**config.mk**
```make
export PLATFORM = sky130hd
export DESIGN_NAME = keypad_scanner_flat
export DESIGN_NICKNAME = d
export VERILOG_FILES = /design/src/rtl/keypad_pkg.sv /design/src/rtl/keypad_scanner_if.sv /design/src/rtl/sync_2ff.sv /design/src/rtl/keypad_scanner.sv /design/src/flat_wrapper.sv
export SDC_FILE = /design/constraint.sdc
export NUM_CORES = 1
export LEC_CHECK = 0
export BUFFER_PORTS_ARGS = -buffer_cell sky130_fd_sc_hd__buf_4
export CORE_ASPECT_RATIO = 0.9
export CORE_MARGIN = 2
export CORE_UTILIZATION = 59
export DETAILED_ROUTE_END_ITERATION = 10
export PLACE_DENSITY = 0.8
export SYNTH_ARGS = -nofsm -noshare
export SYNTH_HDL_FRONTEND = slang
export SYNTH_SLANG_ARGS = --single-unit
```
**constraint.sdc**
```tcl
create_clock -name clk -period 2.1 [get_ports clk]
set_input_delay 0.42 -clock clk [delete_from_list [all_inputs] [get_ports clk]]
set_output_delay 0.42 -clock clk [all_outputs]
set_load 0.01 [all_outputs]
```
**src/rtl/keypad_pkg.sv**
```systemverilog
// Shared types and constants for the 4x4 keypad scanner.
// Holds the scan FSM state type, the matrix size and the key map.
// Helpers: lowest-index low row finder and active-low column drive.
package keypad_pkg;

   typedef enum logic [1:0] {
      SCAN,
      DB_PRESS,
      HELD,
      DB_RELEASE
   } scan_state_t;

   localparam int NUM_ROWS = 4;
   localparam int NUM_COLS = 4;

   // [row][col] -> hex code printed on the key cap
   localparam logic [3:0] KEY_MAP [NUM_ROWS][NUM_COLS] = '{
      '{4'h1, 4'h2, 4'h3, 4'hA},
      '{4'h4, 4'h5, 4'h6, 4'hB},
      '{4'h7, 4'h8, 4'h9, 4'hC},
      '{4'hE, 4'h0, 4'hF, 4'hD}
   };

   // Lowest-index low row wins when several rows are low together.
   function automatic logic [1:0] first_low_row(input logic [NUM_ROWS-1:0] r);
      logic [1:0] idx;
      idx = 2'd0;
      for (int i = NUM_ROWS - 1; i >= 0; i--) begin
         if (!r[i]) idx = i[1:0];
      end
      return idx;
   endfunction

   // Exactly one column driven low.
   function automatic logic [NUM_COLS-1:0] col_drive(input logic [1:0] c);
      return ~(4'b0001 << c);
   endfunction

endpackage

```
**src/rtl/keypad_scanner_if.sv**
```systemverilog
// Keypad pin and key-event bundle between the scanner and its neighbours.
// master: scanner side (reads rows, drives cols and key outputs).
// slave: pad/consumer side (drives rows, observes cols and key outputs).
interface keypad_scanner_if;
   logic [3:0] rows;       // active-low row pins, asynchronous
   logic [3:0] cols;       // active-low column drive, one bit low
   logic [3:0] key_code;   // last accepted key
   logic       key_valid;  // one-cycle pulse per accepted press
   logic       key_held;   // press accepted, release not yet accepted

   modport master (input rows, output cols, key_code, key_valid, key_held);
   modport slave  (output rows, input cols, key_code, key_valid, key_held);
endinterface

```
**src/rtl/sync_2ff.sv**
```systemverilog
// Two-stage synchronizer for asynchronous level inputs.
// Latency: 2 clk cycles; no backpressure (free-running).
// Ports: clk, reset (sync, active-high), d (async in), q (synchronized out).
module sync_2ff #(
   parameter int               WIDTH     = 1,
   parameter logic [WIDTH-1:0] RESET_VAL = '0
) (
   input  logic             clk,
   input  logic             reset,
   input  logic [WIDTH-1:0] d,
   output logic [WIDTH-1:0] q
);

   logic [WIDTH-1:0] meta;

   always_ff @(posedge clk) begin
      if (reset) begin
         meta <= RESET_VAL;
         q    <= RESET_VAL;
      end else begin
         meta <= d;
         q    <= meta;
      end
   end

endmodule

```
**src/rtl/keypad_scanner.sv**
```systemverilog
// 4x4 keypad scanner: column scan, press/release debounce, hex key code out.
// Latency: pin low -> key_valid = 2 + remaining settle + DEBOUNCE_CYCLES + 1.
// No backpressure: key_valid is a one-cycle pulse, the consumer must take it.
// Ports: clk, reset (sync, active-high), kp (master: rows in; cols, key_* out).
module keypad_scanner
   import keypad_pkg::*;
#(
   parameter int SETTLE_CYCLES   = 8,
   parameter int DEBOUNCE_CYCLES = 120000
) (
   input  logic             clk,
   input  logic             reset,
   keypad_scanner_if.master kp
);

   localparam int MAX_CYC = (SETTLE_CYCLES > DEBOUNCE_CYCLES) ? SETTLE_CYCLES : DEBOUNCE_CYCLES;
   localparam int CNT_W   = $clog2(MAX_CYC) + 1;
   localparam logic [CNT_W-1:0] SETTLE_LAST = CNT_W'(SETTLE_CYCLES - 1);
   localparam logic [CNT_W-1:0] DB_LAST     = CNT_W'(DEBOUNCE_CYCLES - 1);

   scan_state_t          state, state_n;
   logic [CNT_W-1:0]     cnt, cnt_n;
   logic [1:0]           col_idx, col_n;
   logic [1:0]           row_idx, row_n;
   logic [3:0]           code_q, code_n;
   logic                 valid_q, valid_n;
   logic                 held_q, held_n;
   logic [NUM_ROWS-1:0]  rows_s;
   logic                 row_pin;

   sync_2ff #(.WIDTH(NUM_ROWS), .RESET_VAL(4'b1111)) u_row_sync (
      .clk   (clk),
      .reset (reset),
      .d     (kp.rows),
      .q     (rows_s)
   );

   // Only the latched row matters once a key is being tracked; other keys,
   // even in the same column, are ignored until this one is released.
   assign row_pin = rows_s[row_idx];

   always_ff @(posedge clk) begin
      if (reset) begin
         state   <= SCAN;
         cnt     <= '0;
         col_idx <= 2'd0;
         row_idx <= 2'd0;
         code_q  <= 4'h0;
         valid_q <= 1'b0;
         held_q  <= 1'b0;
      end else begin
         state   <= state_n;
         cnt     <= cnt_n;
         col_idx <= col_n;
         row_idx <= row_n;
         code_q  <= code_n;
         valid_q <= valid_n;
         held_q  <= held_n;
      end
   end

   always_comb begin
      state_n = state;
      cnt_n   = cnt;
      col_n   = col_idx;
      row_n   = row_idx;
      code_n  = code_q;
      valid_n = 1'b0;
      held_n  = held_q;
      case (state)
         SCAN: begin
            if (cnt == SETTLE_LAST) begin
               cnt_n = '0;
               if (rows_s != 4'b1111) begin
                  // col_idx stays put: the column is now held on this key
                  row_n   = first_low_row(rows_s);
                  state_n = DB_PRESS;
               end else begin
                  col_n = col_idx + 2'd1;
               end
            end else begin
               cnt_n = cnt + 1'b1;
            end
         end
         DB_PRESS: begin
            if (row_pin) begin
               state_n = SCAN;
               cnt_n   = '0;
               col_n   = col_idx + 2'd1;
            end else if (cnt == DB_LAST) begin
               valid_n = 1'b1;
               code_n  = KEY_MAP[row_idx][col_idx];
               held_n  = 1'b1;
               cnt_n   = '0;
               state_n = HELD;
            end else begin
               cnt_n = cnt + 1'b1;
            end
         end
         HELD: begin
            if (row_pin) begin
               cnt_n   = '0;
               state_n = DB_RELEASE;
            end
         end
         DB_RELEASE: begin
            if (!row_pin) begin
               // bounce on release: back to held, no new press event
               cnt_n   = '0;
               state_n = HELD;
            end else if (cnt == DB_LAST) begin
               held_n  = 1'b0;
               cnt_n   = '0;
               col_n   = col_idx + 2'd1;
               state_n = SCAN;
            end else begin
               cnt_n = cnt + 1'b1;
            end
         end
         default: begin
            state_n = SCAN;
            cnt_n   = '0;
         end
      endcase
   end

   assign kp.cols      = col_drive(col_idx);
   assign kp.key_code  = code_q;
   assign kp.key_valid = valid_q;
   assign kp.key_held  = held_q;

endmodule

```
**src/flat_wrapper.sv**
```systemverilog
// flat-port wrapper written by rule: the top's interface ports become plain ports
module keypad_scanner_flat import keypad_pkg::*;
#(
   parameter int SETTLE_CYCLES   = 8,
   parameter int DEBOUNCE_CYCLES = 120000
)
  (clk, reset, kp_rows, kp_cols, kp_key_code, kp_key_valid, kp_key_held);
  keypad_scanner_if kp_i ();
  input  logic clk;
  input  logic reset;
  input wire logic [$bits(kp_i.rows)-1:0] kp_rows;
  output wire logic [$bits(kp_i.cols)-1:0] kp_cols;
  output wire logic [$bits(kp_i.key_code)-1:0] kp_key_code;
  output wire logic [$bits(kp_i.key_valid)-1:0] kp_key_valid;
  output wire logic [$bits(kp_i.key_held)-1:0] kp_key_held;
  assign kp_i.rows = kp_rows;
  assign kp_cols = kp_i.cols;
  assign kp_key_code = kp_i.key_code;
  assign kp_key_valid = kp_i.key_valid;
  assign kp_key_held = kp_i.key_held;
  keypad_scanner #(.SETTLE_CYCLES(SETTLE_CYCLES), .DEBOUNCE_CYCLES(DEBOUNCE_CYCLES)) u_core (.clk(clk), .reset(reset), .kp(kp_i));
endmodule
```
# [After elaboration in Yosys (flattened, before gate mapping)]
# Index checks and enable logic that the tools add are counted.
[word_totals] ff_bits=38 in_bits=6 output_inout_bits=10 elab_cells=84
[classes] add_sub_neg=2 magnitude_cmp=3 n_eq_ne=17 shift=1 mux=38 bitwise=5 reduce_logical=9
[op_table] cell="18-bit 2-to-1 mux" count=5
[op_table] cell="18-bit one-hot mux with 4 select lines" count=1
[op_table] cell="16-bit binary-select mux with 2-bit select" count=1
[op_table] cell="16-bit 2-to-1 mux" count=2
[op_table] cell="2-bit 2-to-1 mux" count=16
[op_table] cell="18-bit by 1-bit adder with 18-bit output, second input constant" count=1
[op_table] cell="18-bit by 17-bit == test with 1-bit output, second input constant" count=1
[op_table] cell="18-bit by 3-bit == test with 1-bit output, second input constant" count=1
[op_table] cell="2-bit by 1-bit != test with 1-bit output, second input constant" count=7
[op_table] cell="5-bit AND reduction" count=2
[op_table] cell="4-bit binary-select mux with 2-bit select" count=1
[op_table] cell="4-bit 2-to-1 mux" count=2
[op_table] cell="2-bit one-hot mux with 4 select lines" count=1
[op_table] cell="3-bit greater-or-equal comparator, second input constant" count=2
[op_table] cell="1-bit 2-to-1 mux" count=6
[op_table] cell="2-bit inverter with 3-bit output" count=2
[op_table] cell="2-bit one-hot mux with 3 select lines" count=1
[op_table] cell="3-bit AND reduction" count=2
[op_table] cell="6-bit AND reduction" count=1
[op_table] cell="2-bit == test, second input constant" count=2
[op_table] cell="2-bit != test, second input constant" count=2
[op_table] cell="4-bit != test, second input constant" count=1
[op_table] cell="4-bit inverter" count=1
[op_table] cell="1-bit by 2-bit left shift with 4-bit output, first input constant" count=1
[op_table] cell="12 further kinds" count=13

# [Longest topological paths before layout]
[depth] word_depth=7 ltp_mapped=9 depth_no_buf=6

# [Hierarchy]
# Synthesis repeated with hierarchy kept, for this count alone.
[unflattened] cells_unflattened=213 hier_area_um2=1870.5
[modules_own_cells] module="keypad_scanner" instances=1 cells_per_inst=197 area_each_um2=1660.3 seq_area_each_um2=600.6
[modules_own_cells] module="sync_2ff" instances=1 cells_per_inst=16 area_each_um2=210.2 seq_area_each_um2=160.2

# [Least setup slack after synthesis]
# Ideal clock, no wire load.
[synth_timing] kind="register -> register" startpoint="register u_core.row_idx[0]" endpoint="register u_core.cnt[14]" setup_ns=0.119 arrival_ns=1.815 t_required_ns=1.981 slack_ns=0.166 path_stages_with_launch=10 path_buffers=4 period_less_slack_ns=1.934 cell_sequence="dfxtp_1 buf_6 mux4_2 buf_6 and3_1 o22ai_1 a31o_1 buf_6 buf_12 nor2_4"
[synth_between] elab_chain_cells=4 word_cells_on_any_way=6 cone_classes="1 x eq/ne; 5 x mux"
[synth_lines] item="from (decl)" line="keypad_scanner.sv:24" rtl="logic [1:0] row_idx, row_n;"
[synth_lines] item="from (signal assigned)" line="keypad_scanner.sv:55" rtl="row_idx <= row_n;"
[synth_lines] item="1-bit binary-select mux with 2-bit select (*)" line="keypad_scanner.sv:40" rtl="assign row_pin = rows_s[row_idx];"
[synth_lines] item="1-bit 2-to-1 mux (implied by the code) (*)" line="keypad_scanner.sv:40"
[synth_lines] item="18-bit 2-to-1 mux, on equally long branches" line="keypad_scanner.sv:107, keypad_scanner.sv:86"
[synth_lines] item="18-bit one-hot mux with 4 select lines" line="keypad_scanner.sv:70" rtl="case (state)"
[synth_lines] item="to (signal assigned)" line="keypad_scanner.sv:53" rtl="cnt <= cnt_n;"
[synth_lines] item="to (decl)" line="keypad_scanner.sv:22" rtl="logic [CNT_W-1:0] cnt, cnt_n;"
# Mark *: on every way between the ends. The rest lies on a longest branch, timed or not. The select of a mux whose other input is x is not followed.
# A chain may end at the register's enable or synchronous reset.

# [Worst setup path after layout]
[layout_timing] startpoint="register u_core.row_idx[0]" endpoint="register u_core.cnt[5]"
# The elaborated chain is that of the path after synthesis.

==> run_results.csv <==
group,metric,value,unit
cts,htreeDepth,2,
yosys,synth_area_leaders,"dfxtp_1, nor2_4, xor2_1",
drt,drc,0,
placement,numPortBuffers,15,
cts,cts_tree,"built",
yosys,synth_common_cells,"dfxtp_1, nor2_1, nand2_1",
finish,drive_above_1_share,0.302,
yosys,ys_types,52,
outcome,status,"complete, no violations",
placement,place_hpwl,2450,µm
setup_path,startpoint_type,"flop",
placement,gp_congestion,0.751,
timing,slew_viol_final,0,
finish,design_area,0.00229,mm²
die,io_pins,16,
setup_path,cp_max_fo,11,
drt,detail_route.iter0.violations,97,
timing,finClkSkew,5.74,ps
yosys,synth.most_common_cell,"dfxtp_1",
drt,post_drt_via_cell_ratio,5.39,
timing,tns,0,ps
power_and_ir_drop,power.internal,1.04,mW
placement,placed_area,0.00215,mm²
yosys,yosysWarnings,0,
yosys,synth_nets,221,
die,die_area,0.00392,mm²
die,rows,20,
power_and_ir_drop,pwr_density_cell,589,mW/mm²
timing,finalHoldViolCount,0,
yosys,yosysSeqAreaShare,0.375,
setup_path,end_kind,"flop",
drt,routed-via-count,1503,
global_routing,grt_pass1_vias,1277,
cts,cts_buffers,5,
yosys,synth_area_leader_cell,"dfxtp_1",
power_and_ir_drop,power_frac_clock,0.388,
timing,period_minus_slack,2010,ps
setup_path,crit_required,2290,ps
cts,holdBufCountCts,0,
finish,layout.nets,245,
yosys,synth_area,0.00203,mm²
setup_path,worstSetupStartpoint,"u_core.row_idx[0]",
drt,totalWireLength,3570,µm
timing,tightest_slew,403,ps
power_and_ir_drop,p_total,1.35,mW
timing,period_share,0.956,
finish,fillers,260,
timing,relSlewSlack,0.728,
global_routing,overflow,0,
die,die_h,59.6,µm
drt,ant_nets,0,
global_routing,grt_use_total,0.205,
power_and_ir_drop,ir_worst_vdd,0.560,mV
yosys,async_reset_ff_frac,0,
cts,cts_buffer_depth,2,
finish,area_delta_synth_final,13.1,%
job,max-cap-violations,0,
setup_path,worstSetupPathType,"flop to flop",
power_and_ir_drop,pwr-share-seq,0.552,
power_and_ir_drop,combPwrFrac,0.059,
die,initial_core_util,0.609,
cts,clk_pin_slew_worst_paths,80,ps
power_and_ir_drop,switching_power,0.311,mW
power_and_ir_drop,swShare,0.231,
yosys,yosysTopAreaCellShare,0.375,
setup_path,arrival,2200,ps
global_routing,antenna_found_initial,0,
yosys,syn_area_per_cell,9.65,µm²
timing,fmax,498,MHz
setup_path,rr_startpoint,"u_core.row_idx[0]",
min_path,min_path_type,"primary input to flop",
yosys,synth_enable_flop_cells,0,
cts,clock_sinks,38,
global_routing,grt_start_max_net_pins,24,
cts,clk_latency,290,ps
yosys,ys.flop_type,"dfxtp_1",
drt,firstDrtPassIters,4,
timing,setup_viol,0,
die,core_area,0.00333,mm²
global_routing,grt_pass1_wl,5910,µm
cts,cts_root_buffer,"clkbuf_8",
die,die_x,65.8,µm
yosys,synthCells,210,
min_path,hold_start,"kp_rows[0]",
finish,diodes,0,
power_and_ir_drop,p_leak,0.868,nW
yosys,synth-seq-cells,38,
drt,avgRoutedWirePerCell,12.8,µm
## path summary, 6_finish.rpt
| kind | to | cells after the start | slack [ps] |
|---|---|---|---|
| max | u_core.cnt[5] | 6 | 90 |
| min | u_core.u_row_sync.meta[0] | 2 | 310 |
| max reg2reg | u_core.cnt[5] | 6 | 90 |
| min reg2reg | u_core.u_row_sync.q[0] | 1 | 410 |
## timing repair
item                       CTS  global route
gates resized for setup      0             2
buffers inserted             0             3
setup endpoints to repair    0             9
## through the flow
stage	util	hold WS, ps	worst slack (ps)	instances
3_3_place_gp	0.647	390	107	268
6_report	0.689	309	92.5	279
5_1_grt	0.689	302	-17.3	279
4_1_cts	0.675	304	40.1	276
3_5_place_dp	0.647	395	48.0	268
2_1_floorplan	-	389	166	210
## kinds of logic after synthesis
family                     share of synthesized area
muxes                                         0.0463
buffers and inverters                         0.0901
AOI/OAI and AO/OA                             0.0957
and+or+nand+nor                                0.284
adders and majority gates                     0.0309
DFF                                            0.375
xor gates and xnor gates                      0.0778
## final cells by class
class	count	area [µm²]	share of cell area
clock buffer	6	82.6	0.0360
clock inverter	2	12.5	0.00546
multi-input combinational	149	1090	0.477
sequential	38	761	0.332
inverter	10	37.5	0.0164
timing repair buffer	30	250	0.109
tap	44	55.1	0.0240
## sequential cells by signal (all words and copies together), names as in the netlist, named ones only
register and count:
u_core.row_idx 2, u_core.kp.key_code 4, u_core.u_row_sync.meta 4, u_core.cnt 18, u_core.state 1, u_core.kp.key_valid 1, u_core.kp.key_held 1, u_core.col_idx 2
u_core.u_row_sync.q 4
## power by group through the flow
stage,clock (mW),combinational [mW],sequential [mW]
6_report,0.524,0.0802,0.745
3_5_place_dp,0,0.0796,0.762
2_1_floorplan,0,0.0607,0.760
4_1_cts,0.534,0.0802,0.745
3_3_place_gp,0,0.0762,0.761
5_1_grt,0.565,0.0896,0.747
## routing by layer
metal,global-route usage,wire length (µm)
met1,0.282,1700
met2,0.297,1600
met3,0.0608,205
met4,0.0893,64
met5,0,0
## layout by cell type, fill, tap and decap left out, types with 2 or more instances in the layout
cell type	synthesis	layout
a211oi_1	3	3
a21oi_1	5	5
a31oi_1	2	2
and3_1	2	2
buf_12	2	2
buf_4	2	28
clkbuf_8	1	6
dfxtp_1	38	38
ha_1	5	5
inv_1	10	10
mux2i_1	6	6
nand2_1	11	11
nand2b_1	4	4
nand3_1	8	8
nand4_1	7	7
nor2_1	19	19
nor2_4	10	10
nor3_1	5	5
nor4b_2	1	2
o211ai_1	2	2
o21ai_0	5	5
o31ai_1	2	2
or2_2	8	8
xnor2_1	8	8
xor2_1	10	10
## critical path: stages, from the launching register on
cell and delay [ps]:
dfxtp_1 360, mux4_2 640, and3_1 240, o22ai_1 140
a31o_1 260, buf_4 190, nor2_1 60
Note: power is estimated with default switching activity, not from simulation.
